`src/rtl/nibble_serial_add_ctrl.sv`:
```
// nibble_serial_add_ctrl
//   Adds two WIDTH-bit unsigned operands with one shared 4-bit ripple-carry slice.
//   Each clock feeds one nibble of each operand through the slice. The carry is
//   held in a register between nibbles. The (WIDTH+1)-bit sum is returned over a
//   valid/ready handshake.
//
// Ports
//   i_clk        clock; all state changes on the rising edge
//   i_rst        synchronous reset, active-high
//   i_in_valid   request: i_a/i_b are valid
//   o_in_ready   a request can be accepted (idle and not in reset)
//   i_a, i_b     WIDTH-bit unsigned operands, sampled only at the accept edge
//   o_out_valid  o_sum holds a complete result
//   i_out_ready  consumer takes the result
//   o_sum        i_a + i_b; o_sum[WIDTH] is the final carry
//   o_busy       an operation is in progress
module nibble_serial_add_ctrl #(
  parameter int unsigned WIDTH = 16
) (
  input  logic             i_clk,
  input  logic             i_rst,
  input  logic             i_in_valid,
  output logic             o_in_ready,
  input  logic [WIDTH-1:0] i_a,
  input  logic [WIDTH-1:0] i_b,
  output logic             o_out_valid,
  input  logic             i_out_ready,
  output logic [WIDTH:0]   o_sum,
  output logic             o_busy
);

  localparam int unsigned NIB  = WIDTH / 4;
  localparam int unsigned IDXW = (NIB > 1) ? $clog2(NIB) : 1;

  if ((WIDTH % 4) != 0 || WIDTH < 4) begin : g_bad_width
    $error("nibble_serial_add_ctrl: WIDTH must be a multiple of 4 and at least 4");
  end

  typedef enum logic [1:0] {
    StIdle,
    StRun,
    StDone
  } state_e;

  state_e           r_state;
  state_e           w_state_next;
  logic [IDXW-1:0]  r_idx;
  logic             r_carry;
  logic [WIDTH-1:0] r_op_a;
  logic [WIDTH-1:0] r_op_b;
  logic [WIDTH:0]   r_sum;

  logic             w_accept;
  logic             w_last;
  logic [3:0]       w_slice_sum;
  logic             w_slice_cout;
  logic [IDXW+1:0]  w_base;

  // Four full-adder cells in a ripple chain; the chain carry is a local
  // variable so the slice is a plain combinational cone.
  always_comb begin
    logic c;
    c           = r_carry;
    w_slice_sum = '0;
    for (int i = 0; i < 4; i++) begin
      w_slice_sum[i] = r_op_a[i] ^ r_op_b[i] ^ c;
      c              = (r_op_a[i] & r_op_b[i]) | (c & (r_op_a[i] ^ r_op_b[i]));
    end
    w_slice_cout = c;
  end

  assign o_in_ready  = (r_state == StIdle) && !i_rst;
  assign o_busy      = (r_state != StIdle);
  assign o_out_valid = (r_state == StDone);
  assign o_sum       = r_sum;

  assign w_accept = i_in_valid && o_in_ready;
  assign w_last   = (r_idx == IDXW'(NIB - 1));
  // Bit offset of the nibble currently being written.
  assign w_base   = {r_idx, 2'b00};

  always_comb begin
    w_state_next = r_state;
    unique case (r_state)
      StIdle:  if (w_accept)    w_state_next = StRun;
      StRun:   if (w_last)      w_state_next = StDone;
      StDone:  if (i_out_ready) w_state_next = StIdle;
      default:                  w_state_next = StIdle;
    endcase
  end

  always_ff @(posedge i_clk) begin
    if (i_rst) begin
      r_state <= StIdle;
      r_idx   <= '0;
      r_carry <= 1'b0;
      r_op_a  <= '0;
      r_op_b  <= '0;
      r_sum   <= '0;
    end else begin
      r_state <= w_state_next;
      if (w_accept) begin
        r_op_a  <= i_a;
        r_op_b  <= i_b;
        r_carry <= 1'b0;
        r_idx   <= '0;
      end else if (r_state == StRun) begin
        r_sum[w_base +: 4] <= w_slice_sum;
        r_carry            <= w_slice_cout;
        r_op_a             <= r_op_a >> 4;
        r_op_b             <= r_op_b >> 4;
        r_idx              <= r_idx + 1'b1;
        if (w_last) begin
          r_sum[WIDTH] <= w_slice_cout;
        end
      end
    end
  end

endmodule
```
`config.mk`:
```
export PLATFORM = sky130hd
export DESIGN_NAME = nibble_serial_add_ctrl
export DESIGN_NICKNAME = d
export VERILOG_FILES = /design/src/rtl/nibble_serial_add_ctrl.sv
export SDC_FILE = /design/constraint.sdc
export NUM_CORES = 1
export LEC_CHECK = 0
export ABC_AREA = 1
export CORE_MARGIN = 8
export CORE_UTILIZATION = 55
export CTS_BUF_LIST = sky130_fd_sc_hd__clkbuf_8
export DETAILED_ROUTE_END_ITERATION = 10
export PLACE_DENSITY_LB_ADDON = 0.08
export SLEW_MARGIN = 20
export SYNTH_ARGS = -nofsm -noshare
export SYNTH_HDL_FRONTEND = slang
export SYNTH_SLANG_ARGS = --single-unit
export TNS_END_PERCENT = 5
```
`constraint.sdc`:
```
create_clock -name i_clk -period 5.2 [get_ports i_clk]
set_input_delay 0.78 -clock i_clk [delete_from_list [all_inputs] [get_ports i_clk]]
set_output_delay 0.78 -clock i_clk [all_outputs]
set_load 0.02 [all_outputs]
```
# ---- Word-level counts from Yosys, hierarchy flattened
# Cells that the tools add are included.
dict set report op_classes {
  addsub 2
  n_eq_ne 6
  shifts 2
  n_mux 10
  n_bitwise 21
  n_reduce_logical 9
}
# op count
set op_table {}
lappend op_table {{two-way mux 16 bit} 4}
lappend op_table {{bitwise mux 17 bit} 1}
lappend op_table {{variable shift 4 x 6 -> 17 bit (first input constant)} 1}
lappend op_table {{variable part select 4 x 6 -> 17 bit} 1}
lappend op_table {{bitwise AND 1 bit} 8}
lappend op_table {{XOR 1 bit} 8}
lappend op_table {{two-way mux 2 bit} 3}
lappend op_table {{negation 4 -> 6 bit} 1}
lappend op_table {{one-hot mux 2 bit (3 select lines)} 1}
lappend op_table {{== test 2 bit (second input constant)} 2}
lappend op_table {{inequality test 2 bit (second input constant)} 2}
lappend op_table {{OR 1 bit} 4}
lappend op_table {{nonzero test 2 bit} 2}
lappend op_table {{AND reduction 3 bit} 1}
lappend op_table {{adder 2 x 1 -> 2 bit (second input constant)} 1}
lappend op_table {{== test 2 x 1 -> 1 bit (second input constant)} 1}
lappend op_table {{logical AND 1 bit} 2}
lappend op_table {{zero test 2 bit} 1}
lappend op_table {{inequality test 2 x 1 -> 1 bit (second input constant)} 1}
lappend op_table {{AND reduction 2 bit} 1}
lappend op_table {{OR reduction 2 bit} 1}
lappend op_table {{zero test 1 bit} 1}
lappend op_table {{two-way mux 1 bit} 1}
lappend op_table {{inverter 1 bit} 1}
dict set report word_totals {
  reg_bits 54
  inputBits 36
}

# ---- Longest topological paths before layout
# Gate-level depths: netlist of run 1.
dict set report depth {
  depth_word 11
  depth_mapped 12
  mapped_depth_nobuf 12
}

# ---- Least setup slack after synthesis of run 1
# OpenSTA, ideal clock, no wires.
dict set report synth_path {
  kind {input-to-output}
  startpoint {input i_rst}
  endpoint {output o_in_ready}
  t_arrival_ns 1.421
  required_time_ns 4.420
  path_slack_ns 2.999
  cell_stages 3
  path_cell_list {buf_2 -> clkbuf_1 -> nor2_1}
}
dict set report synth_via {
  elab_chain_cells 2
}
# element line_no
set synth_lines {}
lappend synth_lines {{start: declaration} 21} ;# input logic i_rst,
lappend synth_lines {{zero test 1 bit} 72} ;# assign o_in_ready = (r_state == StIdle) && !i_rst;
lappend synth_lines {{logical AND 1 bit} 72}
lappend synth_lines {{end: declaration} 23} ;# output logic o_in_ready,
# No other way between the ends.

# ---- Worst setup path in the final report of run 1
# Ends and elaborated chain as after synthesis.

==> results.json, run 1 <==
{
  "post_route_cells_drive_above_1_share": 0.0434,
  "critPathMaxFanout": 42,
  "report.final.setup_viol": 0,
  "data_arrival_time_of_the_worst_path_ns": 2.34,
  "final-seq-area_um2": 1080,
  "multi_input_area_um2": 1390,
  "n_antenna_cell": 0,
  "fillCellCount": 481,
  "number_of_ports_placed_on_the_die_boundary": 56,
  "synth_common_cells": "100 x sky130_fd_sc_hd__nand2_1, 54 x sky130_fd_sc_hd__dfxtp_1, 52 x sky130_fd_sc_hd__a21oi_1",
  "timing.setup.tns_ns": 0,
  "holdCritPathClass": "reg2reg",
  "antenna_found_initial": 0,
  "synth.top_cell.area_share": 0.388,
  "report.final.hold_viol_count": 0,
  "clock_insertion_delay_worst_skew_ns": 0.31,
  "avgSynthCellArea_um2": 6.92,
  "initialDrtViolationCount": 124,
  "initial_core_util": 0.555,
  "cts_setup_buffers": 0,
  "path_class": "in2out",
  "global_route_wire_length_before_repair_um": 10800,
  "cts_max_level": 2,
  "first_global_vias": 2509,
  "critPathCaptureType": "output port",
  "timing.rr.end": "o_sum[15]",
  "endpoint": "o_in_ready",
  "wl_per_cell_um": 12.8,
  "worst_ir_drop_vdd_uv": 154,
  "routed-via-count": 2648,
  "proportion_of_total_power_due_to_net_switching": 0.272,
  "fin_total_pwr_w": 0.000871,
  "clock-skew-final_ns": 0.00511,
  "placeableCoreArea_um2": 5010,
  "gr-usage-all-layers": 0.176,
  "power_density_nw_per_um2": 254,
  "synth-edff-count": 0,
  "drt_drc_violations_left": 0,
  "start_kind": "input pin",
  "tritoncts.num_buffers": 5,
  "leakagePower_nw": 1.45,
  "post_synth_xor_area_fraction": 0,
  "min_period_over_period": 0.601,
  "final_period_minus_worst_setup_slack_ns": 3.12,
  "rsz0062_at_grt": "no",
  "die-area_um2": 7590,
  "number_of_nets_produced_by_synthesis": 449,
  "synth.area.mux_share": 0,
  "drt_pass1_iterations": 4,
  "reg2reg_depth": 12,
  "reg2reg_from": "r_carry",
  "power.net_switching_w": 0.000236,
  "synth_cell_type_count": 20,
  "synth.top_cells.by_area": "sky130_fd_sc_hd__dfxtp_1 39%, sky130_fd_sc_hd__nand2_1 13%, sky130_fd_sc_hd__a21oi_1 9.4%",
  "cts.path.max_buffers": 2,
  "timing.slew.headroom": 0.484,
  "required_ns": 4.42,
  "gr-max-usage-layer": "met2",
  "max-cap-violations": 0,
  "numPlacedInstances": 500,
  "gp_routability_congestion": 0.870,
  "place_hpwl_um": 4370,
  "synthesis.area_um2": 2780,
  "synth.yosys.warnings": 0,
  "share_comb_of_total_power": 0.178,
  "clockRootBuffer": "sky130_fd_sc_hd__clkbuf_8",
  "cts_repair_resize_count": 0,
  "final_nets": 484,
  "synth_seq_cells": 54,
  "use_met1": 0.191,
  "most_numerous_cell_in_the_yosys_netlist": "sky130_fd_sc_hd__nand2_1",
  "max_clock_freq_ghz": 0.320,
  "clock_power_share": 0.308,
  "cts_sinks": 54,
  "use_met2": 0.323,
  "synthAdderAreaFrac": 0.0603,
  "path_clk_slew_ns": 0.09,
  "maxSlewViolCount": 0,
  "die_h_um": 87.1,
  "remaining_global_route_overflow": 0,
  "crit_path_start": "i_rst",
  "compound_gate_portion_of_the_synthesized_area": 0.119,
  "totalWireLength_um": 6500,
  "synthSimpleGateAreaFrac": 0.317,
  "post_layout_nonfiller_instances": 508,
  "area_delta_synth_final_pct": 23.0,
  "proportion_of_synthesized_chip_area_in_sequential_cells": 0.388,
  "clock_tree_from_tritoncts": "done",
  "io_buffer_count": 55,
  "rows": 26,
  "postRouteAntennaNets": 0,
  "cts_hold_buf": 0,
  "grt_start_max_net_pins": 61,
  "main_combinational_cell_family_by_area_after_synthesis": "simple AND/OR/NAND/NOR gates",
  "synthArstFlopShare": 0,
  "cell_internal_pwr_w": 0.000634,
  "synth_top_cell_by_area": "sky130_fd_sc_hd__dfxtp_1",
  "grtUsageMet3": 0.0321,
  "worst-r2r-setup-slack_ns": 2.83,
  "power.share.sequential": 0.514,
  "synth_flop_type": "sky130_fd_sc_hd__dfxtp_1",
  "timing_worst_slew_pin_value_ns": 0.773,
  "die_w_um": 87.1,
  "postSynthCellCount": 402,
  "run_status": "complete, no violations",
  "avgViaCountPerCell": 5.21
}
==> metal layers <==
metal	wire length, um	vias up
li1	-	1382
met1	2860	1203
met2	3310	52
met3	234	11
met4	98	0
met5	0	-
==> sequential cells by signal, summed over array words and instances (netlist names) <==
name     flops
o_sum       17
r_carry      1
r_idx        2
r_op_a      16
r_op_b      16
r_state      2
==> worst max-delay path, stage by stage <==
cell and delay [ns]:
sky130_fd_sc_hd__clkdlybuf4s50_1 0.49, sky130_fd_sc_hd__buf_4 0.41, sky130_fd_sc_hd__nor2_1 0.09, sky130_fd_sc_hd__clkdlybuf4s50_1 0.55
==> power groups by stage <==
stage          Combinational (W)  Sequential (W)  Clock, W
2_1_floorplan          0.0000980        0.000459         0
3_3_place_gp            0.000151        0.000456         0
3_5_place_dp            0.000154        0.000457         0
4_1_cts                 0.000154        0.000447  0.000273
5_1_grt                 0.000173        0.000451  0.000288
6_report                0.000155        0.000448  0.000268
==> cell usage in the layout, fill, tap and decap left out <==
master,netlist,layout
sky130_fd_sc_hd__nand2_2,1,1
sky130_fd_sc_hd__nand3_1,39,39
sky130_fd_sc_hd__inv_1,48,48
sky130_fd_sc_hd__nor2_1,11,11
sky130_fd_sc_hd__ha_1,7,7
sky130_fd_sc_hd__clkdlybuf4s50_1,0,55
sky130_fd_sc_hd__buf_4,3,2
sky130_fd_sc_hd__o21ai_0,14,14
sky130_fd_sc_hd__nor2_2,4,3
sky130_fd_sc_hd__nand2_1,100,100
sky130_fd_sc_hd__fa_1,4,4
sky130_fd_sc_hd__clkbuf_8,0,8
sky130_fd_sc_hd__a21oi_1,52,52
sky130_fd_sc_hd__nor2_4,1,2
sky130_fd_sc_hd__nor3_1,2,2
sky130_fd_sc_hd__inv_2,2,2
sky130_fd_sc_hd__dfxtp_1,54,54
sky130_fd_sc_hd__nand4_1,33,33
sky130_fd_sc_hd__nand3_4,0,1
==> logic make-up after synthesis <==
kind of cell	after synthesis
AOI/OAI and AO/OA	66
adders and majority gates	11
buffers and inverters	79
DFF	54
and+or+nand+nor	192
==> stage by stage <==
stage | cell area, um2 | hold slack, ns | utilization | setup WS (ns)
2_1_floorplan | 2780 | 0.457 | - | 3.00
3_3_place_gp | 3300 | 0.428 | 0.659 | 1.88
3_5_place_dp | 3300 | 0.435 | 0.659 | 1.80
4_1_cts | 3410 | 0.448 | 0.681 | 2.07
5_1_grt | 3420 | 0.470 | 0.683 | 1.97
6_report | 3420 | 0.445 | 0.683 | 2.08
==> worst min-delay path by stage <==
stage	startpoint	endpoint	slack [ns]	depth (start not counted)
2_1_floorplan	r_op_a[12]	r_op_a[12]	0.46	2
3_3_place_gp	o_sum[11]	o_sum[11]	0.43	2
3_5_place_dp	o_sum[11]	o_sum[11]	0.43	2
4_1_cts	o_sum[11]	o_sum[11]	0.45	2
5_1_grt	o_sum[11]	o_sum[11]	0.47	2
6_report	o_sum[11]	o_sum[11]	0.44	2
==> layout make-up <==
cell class	instances	area share
clock buffer	8	0.0322
inverter	50	0.0548
multi-input combinational	269	0.406
sequential	54	0.316
tap	70	0.0256
timing repair buffer	57	0.165
(Power assumes the default switching activity.)
==> run 2: changes to the inputs <==
CORE_UTILIZATION = 48   (was 55)
clock period = 2.75 ns   (was 5.2 ns; I/O delays follow)
==> run 2 against run 1 <==
Compared with the run above: clock skew down 0.00078 ns; die area rose by 12%; critical path depth up 8; wire length increased by 9.6%; worst setup slack got worse by 1.7 ns; non-clock buffer count up 6; register-to-register slack got worse by 2.5 ns; combinational power rose by 94%; largest power group unchanged.
==> results.json, run 2 (same netlist as run 1, synthesis figures left out) <==
{
  "die_w_um": 92.1,
  "critPathCaptureType": "flip-flop",
  "clock_insertion_delay_worst_skew_ns": 0.31,
  "remaining_global_route_overflow": 0,
  "die_h_um": 92.1,
  "maxSlewViolCount": 0,
  "start_kind": "flip-flop",
  "number_of_ports_placed_on_the_die_boundary": 56,
  "worst_slack_ns": 0.368,
  "drt_pass1_iterations": 4,
  "fillCellCount": 550,
  "avgViaCountPerCell": 5.28,
  "largest_register_ffs": 17,
  "initial_core_util": 0.502,
  "initialDrtViolationCount": 147,
  "max-cap-violations": 0,
  "place_ws_ns": 0.398,
  "critical_path_buf_inv_count": 4,
  "global_route_wire_length_before_repair_um": 12000,
  "clock-skew-final_ns": 0.00433,
  "critical_path.top_delay_family": "adder cells",
  "path_clk_slew_ns": 0.10,
  "cts.path.max_buffers": 2,
  "data_arrival_time_of_the_worst_path_ns": 2.58,
  "commonest_cells_after_routing_fill_and_taps_aside": "100 x sky130_fd_sc_hd__nand2_1, 55 x sky130_fd_sc_hd__clkdlybuf4s50_1, 54 x sky130_fd_sc_hd__dfxtp_1",
  "critPathMaxFanout": 2,
  "first_global_vias": 2700,
  "critical_path.cell_chain": "inv_1 -> fa_1 -> inv_1 -> fa_1 -> inv_1 -> fa_1 -> inv_1 -> fa_1 -> nand2_1 -> nor2_1 -> nand2_1 -> a21oi_1",
  "power.share.sequential": 0.499,
  "cell_internal_pwr_w": 0.00124,
  "rsz0062_at_grt": "no",
  "cts_repair_resize_count": 0,
  "report.final.setup_viol": 0,
  "critical_path.slowest_cell": "sky130_fd_sc_hd__fa_1",
  "place_hpwl_um": 5050,
  "proportion_of_total_power_due_to_net_switching": 0.269,
  "grt_start_max_net_pins": 38,
  "min_period_over_period": 0.866,
  "cts_sinks": 54,
  "cts_setup_buffers": 0,
  "cts_hold_buf": 0,
  "power.net_switching_w": 0.000456,
  "max_clock_freq_ghz": 0.420,
  "min-delay-start": "o_sum[11]",
  "antenna_found_initial": 0,
  "layout_commonest_cell": "sky130_fd_sc_hd__nand2_1",
  "clock_tree_from_tritoncts": "done",
  "clock_power_share": 0.324,
  "path_class": "reg2reg",
  "final_period_minus_worst_setup_slack_ns": 2.38,
  "timing_worst_slew_pin_value_ns": 0.762,
  "holdCritPathClass": "reg2reg",
  "totalWireLength_um": 7130,
  "gp_routability_congestion": 0.865,
  "placeableCoreArea_um2": 5540,
  "report.final.hold_viol_count": 0,
  "clockRootBuffer": "sky130_fd_sc_hd__clkbuf_8",
  "postRouteAntennaNets": 0,
  "drt_drc_violations_left": 0,
  "area_delta_synth_final_pct": 24.4,
  "cts_max_level": 2,
  "io_buffer_count": 55,
  "rows": 27,
  "crit_path_start": "r_carry",
  "timing.slew.headroom": 0.490,
  "worst_ir_drop_vdd_uv": 323,
  "die-area_um2": 8490,
  "leakagePower_nw": 1.48,
  "run_status": "complete, no violations",
  "reg2reg_from": "r_carry",
  "gr-usage-all-layers": 0.170,
  "timing.setup.tns_ns": 0,
  "tritoncts.num_buffers": 5,
  "post_route_cells_drive_above_1_share": 0.0542,
  "required_ns": 2.94,
  "final_nets": 490,
  "power_density_nw_per_um2": 490,
  "worst_path_largest_cell_delay_ns": 0.43,
  "share_comb_of_total_power": 0.177,
  "n_antenna_cell": 0,
  "wl_per_cell_um": 13.8,
  "routed-via-count": 2717
}
==> run 2: power groups by stage <==
| stage | Combinational (W) | Clock [W] | Sequential (W) |
|---|---|---|---|
| final | 0.000300 | 0.000550 | 0.000847 |
| after global routing | 0.000337 | 0.000585 | 0.000853 |
| after CTS | 0.000301 | 0.000555 | 0.000847 |
| after detailed placement | 0.000301 | 0 | 0.000866 |
| after global placement | 0.000296 | 0 | 0.000864 |
| after floorplan | 0.000185 | 0 | 0.000867 |
==> run 2: worst reg2reg max path: stages, from the launching register on <==
cell and delay, ns:
sky130_fd_sc_hd__dfxtp_1 0.32, sky130_fd_sc_hd__inv_1 0.06, sky130_fd_sc_hd__fa_1 0.42, sky130_fd_sc_hd__inv_1 0.08, sky130_fd_sc_hd__fa_1 0.16, sky130_fd_sc_hd__inv_1 0.05, sky130_fd_sc_hd__fa_1 0.35, sky130_fd_sc_hd__inv_1 0.08
sky130_fd_sc_hd__fa_1 0.43, sky130_fd_sc_hd__nand2_1 0.11, sky130_fd_sc_hd__nor2_1 0.07, sky130_fd_sc_hd__nand2_1 0.09, sky130_fd_sc_hd__a21oi_1 0.06
==> run 2: layer usage <==
layer | vias to the layer above | GRT usage | share of wire
met1 | 1245 | 0.182 | 0.43
li1 | 1392 | - | -
met3 | 7 | 0.0407 | 0.049
met5 | - | 0 | 0
met4 | 0 | 0.0550 | 0.016
met2 | 73 | 0.316 | 0.51
==> run 2: worst paths after layout <==
path | to | slack, ns | cells after the start
min | o_sum[11] | 0.47 | 2
max | o_sum[15] | 0.37 | 12
max reg2reg | o_sum[15] | 0.37 | 12
min reg2reg | o_sum[11] | 0.47 | 2
==> run 2: final cells by class <==
type / count / area (um2) / area share
clock inverters: 1 / 30.0 / 0.00868
flip-flops and latches: 54 / 1080 / 0.312
well taps: 72 / 90.1 / 0.0260
repair buffers: 63 / 611 / 0.176
multi-input cells: 269 / 1380 / 0.398
inverters: 50 / 188 / 0.0542
clock buffers: 6 / 82.6 / 0.0239
==> run 2: metrics by stage <==
step	hold slack [ns]	instance area, um2	utilization	cells	total power (W)
5_1_grt	0.486	3460	0.625	515	0.00177
3_3_place_gp	0.432	3350	0.604	508	0.00116
3_5_place_dp	0.451	3350	0.604	508	0.00117
6_report	0.466	3460	0.625	515	0.00170
2_1_floorplan	0.457	2780	-	402	0.00105
4_1_cts	0.466	3460	0.625	515	0.00170
==> run 3: changes to the inputs <==
CTS_CLUSTER_SIZE = 40   (was not set)
==> results of run 3 <==
Final layout, timing and power as in run 2 (identical DEF).
